## src/rtl/keypad_if.sv

```systemverilog
// Keypad-side bundle: column sense into the scanner, row drive and decoded key out.
interface keypad_if;
  logic [3:0] col;
  logic [3:0] row;
  logic [3:0] key;
  logic       key_valid;
  logic       key_held;

  modport master (
    input  col,
    output row,
    output key,
    output key_valid,
    output key_held
  );

  modport slave (
    output col,
    input  row,
    input  key,
    input  key_valid,
    input  key_held
  );
endinterface

```

## src/rtl/keypad_scanner.sv

```systemverilog
// 4x4 matrix keypad scanner: walks the rows, debounces press and release of a
// single key and strobes its hex code for one cycle on each accepted press.
module keypad_scanner #(
  parameter int SCAN_CYCLES     = 1000,
  parameter int DEBOUNCE_CYCLES = 50000
) (
  input logic      clk,
  input logic      reset,
  keypad_if.master kp
);

  localparam int SCAN_W = (SCAN_CYCLES > 1) ? $clog2(SCAN_CYCLES + 1) : 1;
  localparam int DEB_W  = $clog2(DEBOUNCE_CYCLES + 1);

  typedef enum logic [1:0] {
    SCAN,
    DEBOUNCE,
    HELD,
    RELEASE
  } state_e;

  state_e            state_q, state_d;
  logic [1:0]        row_idx_q, row_idx_d;
  logic [SCAN_W-1:0] dwell_q, dwell_d;
  logic [DEB_W-1:0]  cnt_q, cnt_d;
  logic [3:0]        col_pat_q, col_pat_d;
  logic [1:0]        col_bit_q, col_bit_d;
  logic [3:0]        key_q, key_d;
  logic              key_valid_q, key_valid_d;
  logic              key_held_q, key_held_d;
  logic [3:0]        row_q, row_d;

  logic [DEB_W-1:0]  cnt_inc;
  logic              cnt_done;
  logic              dwell_last;
  logic              latched_released;

  function automatic logic [1:0] col_index(input logic [3:0] c);
    logic [1:0] idx;
    case (c)
      4'b1110: idx = 2'd0;
      4'b1101: idx = 2'd1;
      4'b1011: idx = 2'd2;
      4'b0111: idx = 2'd3;
      default: idx = 2'd0;
    endcase
    return idx;
  endfunction

  function automatic logic [3:0] key_lookup(input logic [1:0] r, input logic [1:0] c);
    logic [3:0] code;
    case ({r, c})
      4'h0: code = 4'h1;
      4'h1: code = 4'h2;
      4'h2: code = 4'h3;
      4'h3: code = 4'hA;
      4'h4: code = 4'h4;
      4'h5: code = 4'h5;
      4'h6: code = 4'h6;
      4'h7: code = 4'hB;
      4'h8: code = 4'h7;
      4'h9: code = 4'h8;
      4'hA: code = 4'h9;
      4'hB: code = 4'hC;
      4'hC: code = 4'hE;
      4'hD: code = 4'h0;
      4'hE: code = 4'hF;
      default: code = 4'hD;
    endcase
    return code;
  endfunction

  assign cnt_inc          = cnt_q + DEB_W'(1);
  assign cnt_done         = (cnt_inc == DEB_W'(DEBOUNCE_CYCLES));
  assign dwell_last       = (dwell_q == SCAN_W'(SCAN_CYCLES - 1));
  assign latched_released = kp.col[col_bit_q];

  // Counts only advance on a qualifying sample; any break restarts them from zero.
  always_comb begin
    state_d     = state_q;
    row_idx_d   = row_idx_q;
    dwell_d     = dwell_q;
    cnt_d       = cnt_q;
    col_pat_d   = col_pat_q;
    col_bit_d   = col_bit_q;
    key_d       = key_q;
    key_valid_d = 1'b0;

    case (state_q)
      SCAN: begin
        if (dwell_last) begin
          dwell_d = '0;
          if ($onehot(~kp.col)) begin
            col_pat_d = kp.col;
            col_bit_d = col_index(kp.col);
            cnt_d     = '0;
            state_d   = DEBOUNCE;
          end else begin
            row_idx_d = row_idx_q + 2'd1;
          end
        end else begin
          dwell_d = dwell_q + SCAN_W'(1);
        end
      end

      DEBOUNCE: begin
        if (kp.col == col_pat_q) begin
          if (cnt_done) begin
            key_d       = key_lookup(row_idx_q, col_bit_q);
            key_valid_d = 1'b1;
            cnt_d       = '0;
            state_d     = HELD;
          end else begin
            cnt_d = cnt_inc;
          end
        end else begin
          cnt_d     = '0;
          dwell_d   = '0;
          row_idx_d = row_idx_q + 2'd1;
          state_d   = SCAN;
        end
      end

      HELD: begin
        if (latched_released) begin
          cnt_d   = '0;
          state_d = RELEASE;
        end
      end

      RELEASE: begin
        if (!latched_released) begin
          cnt_d   = '0;
          state_d = HELD;
        end else if (cnt_done) begin
          cnt_d     = '0;
          dwell_d   = '0;
          row_idx_d = row_idx_q + 2'd1;
          state_d   = SCAN;
        end else begin
          cnt_d = cnt_inc;
        end
      end

      default: begin
        state_d = SCAN;
      end
    endcase

    key_held_d = (state_d == HELD) || (state_d == RELEASE);
    row_d      = ~(4'b0001 << row_idx_d);
  end

  always_ff @(posedge clk) begin
    if (reset) begin
      state_q     <= SCAN;
      row_idx_q   <= 2'd0;
      dwell_q     <= '0;
      cnt_q       <= '0;
      col_pat_q   <= 4'b1111;
      col_bit_q   <= 2'd0;
      key_q       <= 4'h0;
      key_valid_q <= 1'b0;
      key_held_q  <= 1'b0;
      row_q       <= 4'b1110;
    end else begin
      state_q     <= state_d;
      row_idx_q   <= row_idx_d;
      dwell_q     <= dwell_d;
      cnt_q       <= cnt_d;
      col_pat_q   <= col_pat_d;
      col_bit_q   <= col_bit_d;
      key_q       <= key_d;
      key_valid_q <= key_valid_d;
      key_held_q  <= key_held_d;
      row_q       <= row_d;
    end
  end

  assign kp.row       = row_q;
  assign kp.key       = key_q;
  assign kp.key_valid = key_valid_q;
  assign kp.key_held  = key_held_q;

endmodule
```

## src/flat_wrapper.sv

```systemverilog
// flat-port wrapper written by rule: the top's interface ports become plain ports
module keypad_scanner_flat 
#(
  parameter int SCAN_CYCLES     = 1000,
  parameter int DEBOUNCE_CYCLES = 50000
)
  (clk, reset, kp_col, kp_row, kp_key, kp_key_valid, kp_key_held);
  keypad_if kp_i ();
  input logic clk;
  input logic reset;
  input wire logic [$bits(kp_i.col)-1:0] kp_col;
  output wire logic [$bits(kp_i.row)-1:0] kp_row;
  output wire logic [$bits(kp_i.key)-1:0] kp_key;
  output wire logic [$bits(kp_i.key_valid)-1:0] kp_key_valid;
  output wire logic [$bits(kp_i.key_held)-1:0] kp_key_held;
  assign kp_i.col = kp_col;
  assign kp_row = kp_i.row;
  assign kp_key = kp_i.key;
  assign kp_key_valid = kp_i.key_valid;
  assign kp_key_held = kp_i.key_held;
  keypad_scanner #(.SCAN_CYCLES(SCAN_CYCLES), .DEBOUNCE_CYCLES(DEBOUNCE_CYCLES)) u_core (.clk(clk), .reset(reset), .kp(kp_i));
endmodule
```

## config.mk

```make
export PLATFORM = sky130hd
export DESIGN_NAME = keypad_scanner_flat
export DESIGN_NICKNAME = d
export VERILOG_FILES = /design/src/rtl/keypad_if.sv /design/src/rtl/keypad_scanner.sv /design/src/flat_wrapper.sv
export SDC_FILE = /design/constraint.sdc
export NUM_CORES = 1
export LEC_CHECK = 0
export CAP_MARGIN = 20
export CORE_MARGIN = 2
export CORE_UTILIZATION = 42
export CTS_BUF_LIST = sky130_fd_sc_hd__clkbuf_16
export CTS_CLUSTER_SIZE = 16
export DETAILED_ROUTE_END_ITERATION = 10
export PLACE_DENSITY = 0.67
export SKIP_CTS_REPAIR_TIMING = 1
export SYNTH_ARGS = -nofsm -noshare
export SYNTH_HDL_FRONTEND = slang
export SYNTH_SLANG_ARGS = --single-unit
```

## constraint.sdc

```tcl
create_clock -name clk -period 3.3 [get_ports clk]
set_clock_uncertainty 0.05 [all_clocks]
set_input_delay 0.33 -clock clk [delete_from_list [all_inputs] [get_ports clk]]
set_output_delay 0.33 -clock clk [all_outputs]
set_load 0.01 [all_outputs]
```

==> run_results.csv, run 1 <==
group,metric,value,unit
run_status,outcome,"finished clean",
timing,drv_slew,0,
synthesis,ys_top_cells_by_area,"dfxtp_1, ha_1, nor2_1, o21ai_0, nand2_1",
route,wl_per_cell,13.1,um
global_route,grt_pass1_wl,10400,um
pwr,max-vdd-ir-drop,0.274,mV
worst_hold_path,hp-start,"u_core.dwell_q[9]",
synthesis,yosysTopAreaCell,"dfxtp_1",
synthesis,syn_inst,335,
clock_network,cts-root-buf,"clkbuf_16",
synthesis,avgSynthCellArea,8.33,um2
timing,rsz0062_at_grt,"false",
critical_path,cp.arrival,3.24,ns
clock_network,cts.clk_slew.worst_paths,0.07,ns
route,drtAntennaViolNets,0,
synthesis,synthesis.nets,356,
clock_network,htreeDepth,2,
floorplanning,io_pins,16,
synthesis,synth_edf_count,0,
floorplanning,dieArea,7310,um2
timing,timing.hold.ws,0.427,ns
synthesis,synthFlopType,"dfxtp_1",
global_route,grt_pass1_vias,2365,
timing,fin_ws,0.189,ns
synthesis,synthArstFlopShare,0,%
timing,fmax,321,MHz
timing,hold_viol,0,
synthesis,synth_seq_area_share,33.0,%
synthesis,syn_area,2790,um2
timing,slew_headroom,54.3,%
critical_path,required,3.43,ns
synthesis,ys_seq_elements,46,
worst_hold_path,hold_path_class,"reg2reg",
cells_and_area,area_growth,18.3,%
route,drtPass1Iterations,4,
timing,period_share,94.3,%
place,place_ws,-0.0524,ns
timing,finalSetupViolCount,0,
cells_and_area,n_fill_cell,619,
global_route,grt_start_max_net_pins,29,
synthesis,yosysWarnings,0,
clock_network,clockBufferDepth,2,
critical_path,path_class,"reg2reg",
timing,worst_slew_pin_slew,0.685,ns
global_route,antenna_found_initial,0,
global_route,grt-ovfl-total,0,
route,drt-initial-drc-count,105,
cells_and_area,drive_above_1_share,12.6,%
clock_network,clock_sinks,46,
flow_run,drv_cap,0,
floorplanning,die_w,85.5,um
global_route,grt_use_total,17.2,%
critical_path,startpoint,"u_core.cnt_q[4]",
route,routed-via-count,2503,
synthesis,synth_cell_types,59,
floorplanning,core-area,6390,um2
clock_network,clk_latency,0.29,ns
critical_path,critPathCaptureType,"register",
cells_and_area,antennaDiodeCount,0,
critical_path,cp_max_fo,8,
route,drt-total-wl,5810,um
route,drc,0,
place,dp_hpwl,4300,um
floorplanning,num_rows,29,
synthesis,synth_top_area_share,33.0,%
critical_path,cp-start-kind,"register",
cells_and_area,regArea,921,um2
route,via_per_inst,5.66,
place,place_congestion,0.806,
cells_and_area,multi_input_area,1740,um2
timing,period_needed,3.11,ns
pwr,power_density,352,nW/um2
floorplanning,die_h,85.5,um
pwr,totalPowerFinal,1.16,mW
clock_network,cts_buffers,5,
critical_path,worstReg2RegStart,"u_core.cnt_q[4]",
floorplanning,start_util,43.7,%
pwr,p_leak,1.25,nW
clock_network,cts_tree,"built",
place,io_buffers,15,
cells_and_area,nets,385,
[where the power goes]
group / leakage [nW] / internal [mW] / switching, mW
clock network: 0.0664 / 0.283 / 0.224
registers: 0.372 / 0.561 / 0.00687
logic: 0.811 / 0.0435 / 0.0424
[per-layer routing]
| layer | share of wire, % | global-route usage (%) |
|---|---|---|
| met5 | 0 | 0 |
| met3 | 2.8 | 2.98 |
| met2 | 49 | 30.1 |
| met1 | 47 | 21.7 |
| met4 | 1.5 | 4.91 |
[logic make-up after synthesis]
| family | Yosys count | synth area share (%) |
|---|---|---|
| AND/OR/NAND/NOR | 142 | 28.2 |
| AO/OA/AOI/OAI | 81 | 19.0 |
| flip-flops | 46 | 33.0 |
| buffers and inverters | 30 | 4.58 |
| adder cells (fa/ha/maj) | 15 | 7.00 |
| multiplexers | 11 | 5.11 |
| XOR/XNOR | 10 | 3.14 |
[placed cells by master, fill, tap and decap left out, types with 6 or more instances in the layout]
cell type / netlist / final
nor4_1: 6 / 6
nor2_1: 30 / 30
nand4_1: 7 / 7
nor3_1: 9 / 9
clkdlybuf4s50_1: 0 / 15
mux2i_1: 6 / 6
o21ai_0: 20 / 20
ha_1: 14 / 14
xnor2_1: 8 / 8
nand2b_1: 10 / 10
nand2_1: 23 / 23
nor2b_1: 12 / 12
nand3_1: 13 / 13
inv_1: 13 / 13
dfxtp_1: 46 / 46
buf_4: 0 / 23
a21oi_1: 17 / 17
[critical path, stage by stage, from the launching register on]
cell     delay (ns)
dfxtp_1        0.45
nand3_1        0.21
nor4_1         0.37
mux2_2         0.40
or4_4          0.62
mux2i_1        0.16
or4_1          0.42
or3_1          0.32
[synth_stat cells, types with 6 or more instances]
master    number
nand4_1        7
buf_2          6
a21oi_1       17
nor3_1         9
nand2_1       23
mux2i_1        6
xnor2_1        8
ha_1          14
dfxtp_1       46
clkbuf_1      10
inv_1         13
nor2_1        30
nor4_1         6
o21ai_0       20
nand2b_1      10
nor2b_1       12
nand3_1       13
[area by class of cell]
cell class	count	share of cell area, %
flip-flops and latches	46	27.9
clock inverters	3	0.721
repair buffers	39	10.4
clock buffers	5	3.79
well taps	77	2.92
multi-input cells	259	52.8
inverters	13	1.48
[state kept, by name, indices dropped and copies added (netlist names)]
name,count
u_core.kp.key_valid,1
u_core.row_idx_q,2
u_core.state_q,2
u_core.col_bit_q,2
u_core.kp.row,4
u_core.col_pat_q,4
u_core.kp.key,4
u_core.cnt_q,16
u_core.dwell_q,10
u_core.kp.key_held,1
[through the flow]
stage | std cells | TNS, ns | util, % | cell area, um2
final | 442 | 0 | 51.6 | 3300
after global routing | 442 | 0 | 51.6 | 3300
after CTS | 442 | 0 | 51.6 | 3300
after detailed placement | 434 | -0.0524 | 49.3 | 3150
after global placement | 434 | -0.00730 | 49.3 | 3150
after floorplan | 335 | 0 | - | 2790
[final timing paths]
check                                          to  slack (ns)  cells after the start
worst min register to register  u_core.dwell_q[9]        0.43                      1
worst min-delay path            u_core.dwell_q[9]        0.43                      1
worst max-delay path             u_core.kp.row[1]        0.19                      7
worst max register to register   u_core.kp.row[1]        0.19                      7
(Power assumes the default switching activity.)
==> run 2: changes to the inputs <==
--- a/config.mk
+++ b/config.mk
@@ -6,11 +6,11 @@
 export NUM_CORES = 1
 export LEC_CHECK = 0
 export CAP_MARGIN = 20
-export CORE_MARGIN = 2
 export CORE_UTILIZATION = 42
 export CTS_BUF_LIST = sky130_fd_sc_hd__clkbuf_16
 export CTS_CLUSTER_SIZE = 16
 export DETAILED_ROUTE_END_ITERATION = 10
+export HOLD_SLACK_MARGIN = 0.08
 export PLACE_DENSITY = 0.67
 export SKIP_CTS_REPAIR_TIMING = 1
 export SYNTH_ARGS = -nofsm -noshare
==> constraint.sdc (replaced) <==
create_clock -name clk -period 3.3 [get_ports clk]
set_clock_uncertainty 0.05 [all_clocks]
set_input_delay 0.33 -clock clk [delete_from_list [all_inputs] [get_ports clk]]
set_output_delay 0.33 -clock clk [all_outputs]
set_load 0.05 [all_outputs]
==> run_results.csv, run 2 (same netlist as run 1, synthesis figures left out) <==
group,metric,value,unit
run_status,outcome,"finished clean",
global_route,use_met2,32.9,%
worst_hold_path,hp-start,"u_core.dwell_q[9]",
route,drt-initial-drc-count,136,
clock_network,clock_sinks,46,
place,io_buffers,15,
critical_path,crit_path_top_delay_cell,"or4_4",
worst_hold_path,hold_path_class,"reg2reg",
timing,timing.hold.ws,0.431,ns
pwr,power_frac_seq,48.6,%
route,drc,0,
critical_path,cp-start-kind,"register",
critical_path,cp_cell_sequence,"nand3_1, nor4_1, mux2_2, or4_4, mux2i_1, or4_1, or3_1",
critical_path,cp_max_fo,8,
timing,hold_viol,0,
critical_path,rr_worst_depth,7,
pwr,power.internal,890,uW
critical_path,r2r_end,"u_core.kp.row[1]",
place,dp_hpwl,4370,um
timing,rsz0062_at_grt,"false",
worst_hold_path,min_to,"u_core.dwell_q[9]",
cells_and_area,mostFrequentLayoutCell,"dfxtp_1",
pwr,p_clk_share,43.5,%
floorplanning,num_rows,29,
floorplanning,io_pins,16,
floorplanning,die_h,83.5,um
clock_network,cts_buffers,5,
global_route,grt_pass1_vias,2294,
critical_path,cpPeakStageDelay,0.62,ns
critical_path,critPathCaptureType,"register",
timing,worst_slew_pin_slew,0.706,ns
pwr,comb_power_share,7.9,%
clock_network,cts.clk_slew.worst_paths,0.07,ns
global_route,grt_use_total,18.4,%
floorplanning,start_util,43.7,%
floorplanning,core-area,6390,um2
timing,slew_headroom,52.9,%
route,wl_per_cell,13.6,um
global_route,top_usage_layer,"met2",
place,place_congestion,0.792,
cells_and_area,area_growth,18.0,%
clock_network,clockBufferDepth,2,
global_route,grt-ovfl-total,0,
place,place_area,3140,um2
pwr,totalPowerFinal,1.17,mW
cells_and_area,drive_above_1_share,12.4,%
cells_and_area,reg_top3,"u_core.cnt_q (16), u_core.dwell_q (10)",
route,drtAntennaViolNets,0,
timing,fmax,322,MHz
global_route,grt_util_met3,3.26,%
route,routed-via-count,2498,
clock_network,htreeDepth,2,
critical_path,path_class,"reg2reg",
pwr,power_density,356,nW/um2
route,via_per_inst,5.66,
global_route,antenna_found_initial,0,
route,drt-total-wl,6010,um
clock_network,cts_tree,"built",
floorplanning,die_w,83.5,um
pwr,p_switching,281,uW
critical_path,rrSetupSlack,0.19,ns
cells_and_area,top_register,"u_core.cnt_q",
cells_and_area,most-common-layout-cells,"dfxtp_1, nor2_1, nand2_1",
cells_and_area,antennaDiodeCount,0,
pwr,p_leak,1.25,nW
critical_path,cp.arrival,3.23,ns
timing,period_needed,3.11,ns
cells_and_area,nets,384,
pwr,max-vdd-ir-drop,0.241,mV
pwr,sw_frac_of_total,24.0,%
critical_path,worstReg2RegStart,"u_core.cnt_q[4]",
cells_and_area,n_fill_cell,632,
global_route,grt_start_max_net_pins,29,
clock_network,clk_latency,0.29,ns
timing,finalSetupViolCount,0,
cells_and_area,finalInstanceArea,3290,um2
timing,period_share,94.2,%
critical_path,required,3.42,ns
floorplanning,dieArea,6970,um2
route,drtPass1Iterations,4,
worst_hold_path,holdPathStages,1,
global_route,grt_pass1_wl,10500,um
flow_run,drv_cap,0,
global_route,met1_usage,22.7,%
cells_and_area,largest_register_ffs,16,
clock_network,cts-root-buf,"clkbuf_16",
timing,drv_slew,0,
[run 2: cell count changes in the layout (fill, tap and decap cells not counted)]
cell        delta
buf_4          -1
clkinv_4       +1
clkinvlp_4     -1
[run 2: worst max-delay path by stage]
stage | from | endpoint | slack (ns) | depth (start not counted)
after floorplan | u_core.cnt_q[0] | u_core.kp.row[1] | 0.38 | 9
after global placement | kp_col[2] | u_core.kp.row[1] | -0.006 | 11
after detailed placement | kp_col[0] | u_core.kp.row[1] | -0.07 | 11
after CTS | u_core.cnt_q[4] | u_core.kp.row[1] | 0.21 | 7
after global routing | kp_col[1] | u_core.cnt_q[13] | 0.1 | 13
final | u_core.cnt_q[4] | u_core.kp.row[1] | 0.19 | 7
[run 2: critical path, delay by kind of cell (launching register included)]
kind,cells,cell delay [ns]
and+or+nand+nor,5,1.91
DFF,1,0.45
muxes,2,0.58
[run 2: power by group through the flow]
| stage | registers [mW] | logic (mW) | clock network, mW |
|---|---|---|---|
| after global routing | 0.569 | 0.104 | 0.546 |
| after floorplan | 0.585 | 0.0491 | 0 |
| after global placement | 0.581 | 0.0922 | 0 |
| after CTS | 0.568 | 0.0939 | 0.522 |
| after detailed placement | 0.581 | 0.0941 | 0 |
| final | 0.569 | 0.0931 | 0.509 |
[run 2: cell type report]
cell class	instances	area [um2]	area share (%)
clock buffers	5	125	3.80
clock inverters	3	25.0	0.760
inverters	13	48.8	1.48
multi-input cells	259	1740	52.9
flip-flops and latches	46	921	28.0
well taps	77	96.3	2.93
repair buffers	38	335	10.2
[run 2: metal layers]
layer | share of wire (%) | wire length [um]
met5 | 0 | 0
met3 | 1.8 | 111
met2 | 49 | 2940
met1 | 48 | 2890
met4 | 1.1 | 66
[run 2: per-stage QoR]
step                      setup WS (ns)  TNS [ns]  utilization (%)  cells
after CTS                         0.206         0             51.5    441
final                             0.191         0             51.5    441
after detailed placement        -0.0678   -0.0678             49.2    433
after global placement         -0.00628  -0.00628             49.2    433
after global routing             0.0962         0             51.5    441
after floorplan                   0.379         0                -    335
==> run 3: changes to the inputs <==
--- a/config.mk
+++ b/config.mk
@@ -6,6 +6,7 @@
 export NUM_CORES = 1
 export LEC_CHECK = 0
 export CAP_MARGIN = 20
+export CORE_MARGIN = 4
 export CORE_UTILIZATION = 42
 export CTS_BUF_LIST = sky130_fd_sc_hd__clkbuf_16
 export CTS_CLUSTER_SIZE = 16
@@ -13,6 +14,7 @@
 export HOLD_SLACK_MARGIN = 0.08
 export PLACE_DENSITY = 0.67
 export SKIP_CTS_REPAIR_TIMING = 1
+export SLEW_MARGIN = 25
 export SYNTH_ARGS = -nofsm -noshare
 export SYNTH_HDL_FRONTEND = slang
 export SYNTH_SLANG_ARGS = --single-unit
==> run_results.csv, run 3 (same netlist as run 1, synthesis figures left out) <==
group,metric,value,unit
timing,finalSetupTns,0,ns
timing,rsz0062_at_grt,"false",
critical_path,cp-start-kind,"register",
route,drtAntennaViolNets,0,
worst_hold_path,hp-start,"u_core.dwell_q[9]",
cells_and_area,most-common-layout-cells,"dfxtp_1, nor2_1, nand2_1, buf_4, o21ai_0",
critical_path,cp.arrival,3.23,ns
route,via_per_inst,5.56,
clock_network,cts_buffers,5,
critical_path,rrSetupSlack,0.19,ns
floorplanning,io_pins,16,
floorplanning,num_rows,29,
critical_path,required,3.42,ns
timing,hold_viol,0,
pwr,max-vdd-ir-drop,0.297,mV
place,io_buffers,15,
pwr,p_switching,271,uW
floorplanning,die_h,89.5,um
route,drt-initial-drc-count,91,
pwr,power_density,392,nW/um2
global_route,grt_use_total,16.9,%
run_status,outcome,"finished clean",
place,place_congestion,0.787,
clock_network,htreeDepth,2,
cells_and_area,largest_register_ffs,16,
cells_and_area,reg_top3,"u_core.cnt_q (16), u_core.dwell_q (10)",
timing,drv_slew,0,
floorplanning,start_util,43.7,%
pwr,p_clk_share,49.5,%
pwr,power_frac_seq,43.3,%
floorplanning,dieArea,8010,um2
clock_network,cts.clk_slew.worst_paths,0.06,ns
critical_path,path_delay_family,"simple AND/OR/NAND/NOR gates",
pwr,power.internal,1.04,mW
timing,finalSetupViolCount,0,
cells_and_area,nets,385,
timing,period_needed,3.11,ns
place,dp_cells,434,
timing,period_share,94.3,%
timing,worst_slew_pin_slew,0.684,ns
global_route,antenna_found_initial,0,
critical_path,path_buf_inv,0,
critical_path,crit_path_top_delay_cell,"or4_4",
clock_network,cts_tree,"built",
critical_path,cp_max_fo,8,
flow_run,drv_cap,0,
cells_and_area,fin_util,52.4,%
route,drt-total-wl,5950,um
cells_and_area,stdcell_count,442,
critical_path,critPathCaptureType,"register",
route,drtPass1Iterations,5,
cells_and_area,drive_above_1_share,12.6,%
route,drc,0,
floorplanning,core-area,6390,um2
cells_and_area,finalInstanceArea,3340,um2
timing,fmax,321,MHz
global_route,grt_pass1_wl,10800,um
critical_path,worstReg2RegStart,"u_core.cnt_q[4]",
clock_network,clk_latency,0.29,ns
global_route,grt_pass1_vias,2328,
critical_path,path_class,"reg2reg",
global_route,grt_start_max_net_pins,29,
pwr,p_leak,1.28,nW
critical_path,startpoint,"u_core.cnt_q[4]",
clock_network,clockBufferDepth,2,
cells_and_area,area_growth,19.9,%
timing,slew_headroom,54.3,%
critical_path,cp_cell_sequence,"nand3_1, nor4_1, mux2_2, or4_4, mux2i_1, or4_1, or3_1",
route,routed-via-count,2459,
route,wl_per_cell,13.5,um
cells_and_area,mostFrequentLayoutCell,"dfxtp_1",
clock_network,clock_sinks,46,
cells_and_area,top_register,"u_core.cnt_q",
critical_path,cpPeakStageDelay,0.62,ns
pwr,comb_power_share,7.1,%
cells_and_area,antennaDiodeCount,0,
pwr,sw_frac_of_total,20.7,%
global_route,grt-ovfl-total,0,
place,place_area,3150,um2
clock_network,cts-root-buf,"clkbuf_16",
place,dp_hpwl,4300,um
floorplanning,die_w,89.5,um
worst_hold_path,hold_path_class,"reg2reg",
run 3: changes by cell type in the layout (fill, tap and decap cells not counted):
cell / delta
bufinv_16: +2
buf_4: +1
clkinvlp_4: -1
inv_6: -1
run 3: layer usage:
layer / GRT usage (%) / part of all wire, %
met5: 0 / 0
met4: 6.09 / 1.6
met3: 2.95 / 2.4
met2: 27.9 / 47
met1: 22.3 / 49
run 3: area by class of cell:
type,count,area (um2)
inverters,13,48.8
clock buffers,5,125
flip-flops and latches,46,921
well taps,77,96.3
clock inverters,3,68.8
fillers,614,3040
multi-input cells,259,1740
repair buffers,39,343
run 3: path summary, 6_finish.rpt:
kind,cells past startpoint,to
min,1,u_core.dwell_q[9]
max,7,u_core.kp.row[1]
min reg2reg,1,u_core.dwell_q[9]
max reg2reg,7,u_core.kp.row[1]
run 3: power groups by stage:
stage / sequential (mW) / combinational, mW / clock (mW)
5_1_grt: 0.569 / 0.106 / 0.684
6_report: 0.568 / 0.0936 / 0.649
2_1_floorplan: 0.585 / 0.0491 / 0
3_3_place_gp: 0.581 / 0.0923 / 0
4_1_cts: 0.568 / 0.0941 / 0.667
3_5_place_dp: 0.581 / 0.0937 / 0
run 3: per-stage QoR:
| step | total power [mW] | setup slack, ns | hold WS [ns] |
|---|---|---|---|
| detailed placement | 0.675 | -0.0585 | 0.421 |
| global placement | 0.673 | -0.00665 | 0.403 |
| global route | 1.36 | 0.0294 | 0.478 |
| floorplan | 0.635 | 0.379 | 0.384 |
| CTS | 1.33 | 0.194 | 0.435 |
| finish | 1.31 | 0.188 | 0.435 |
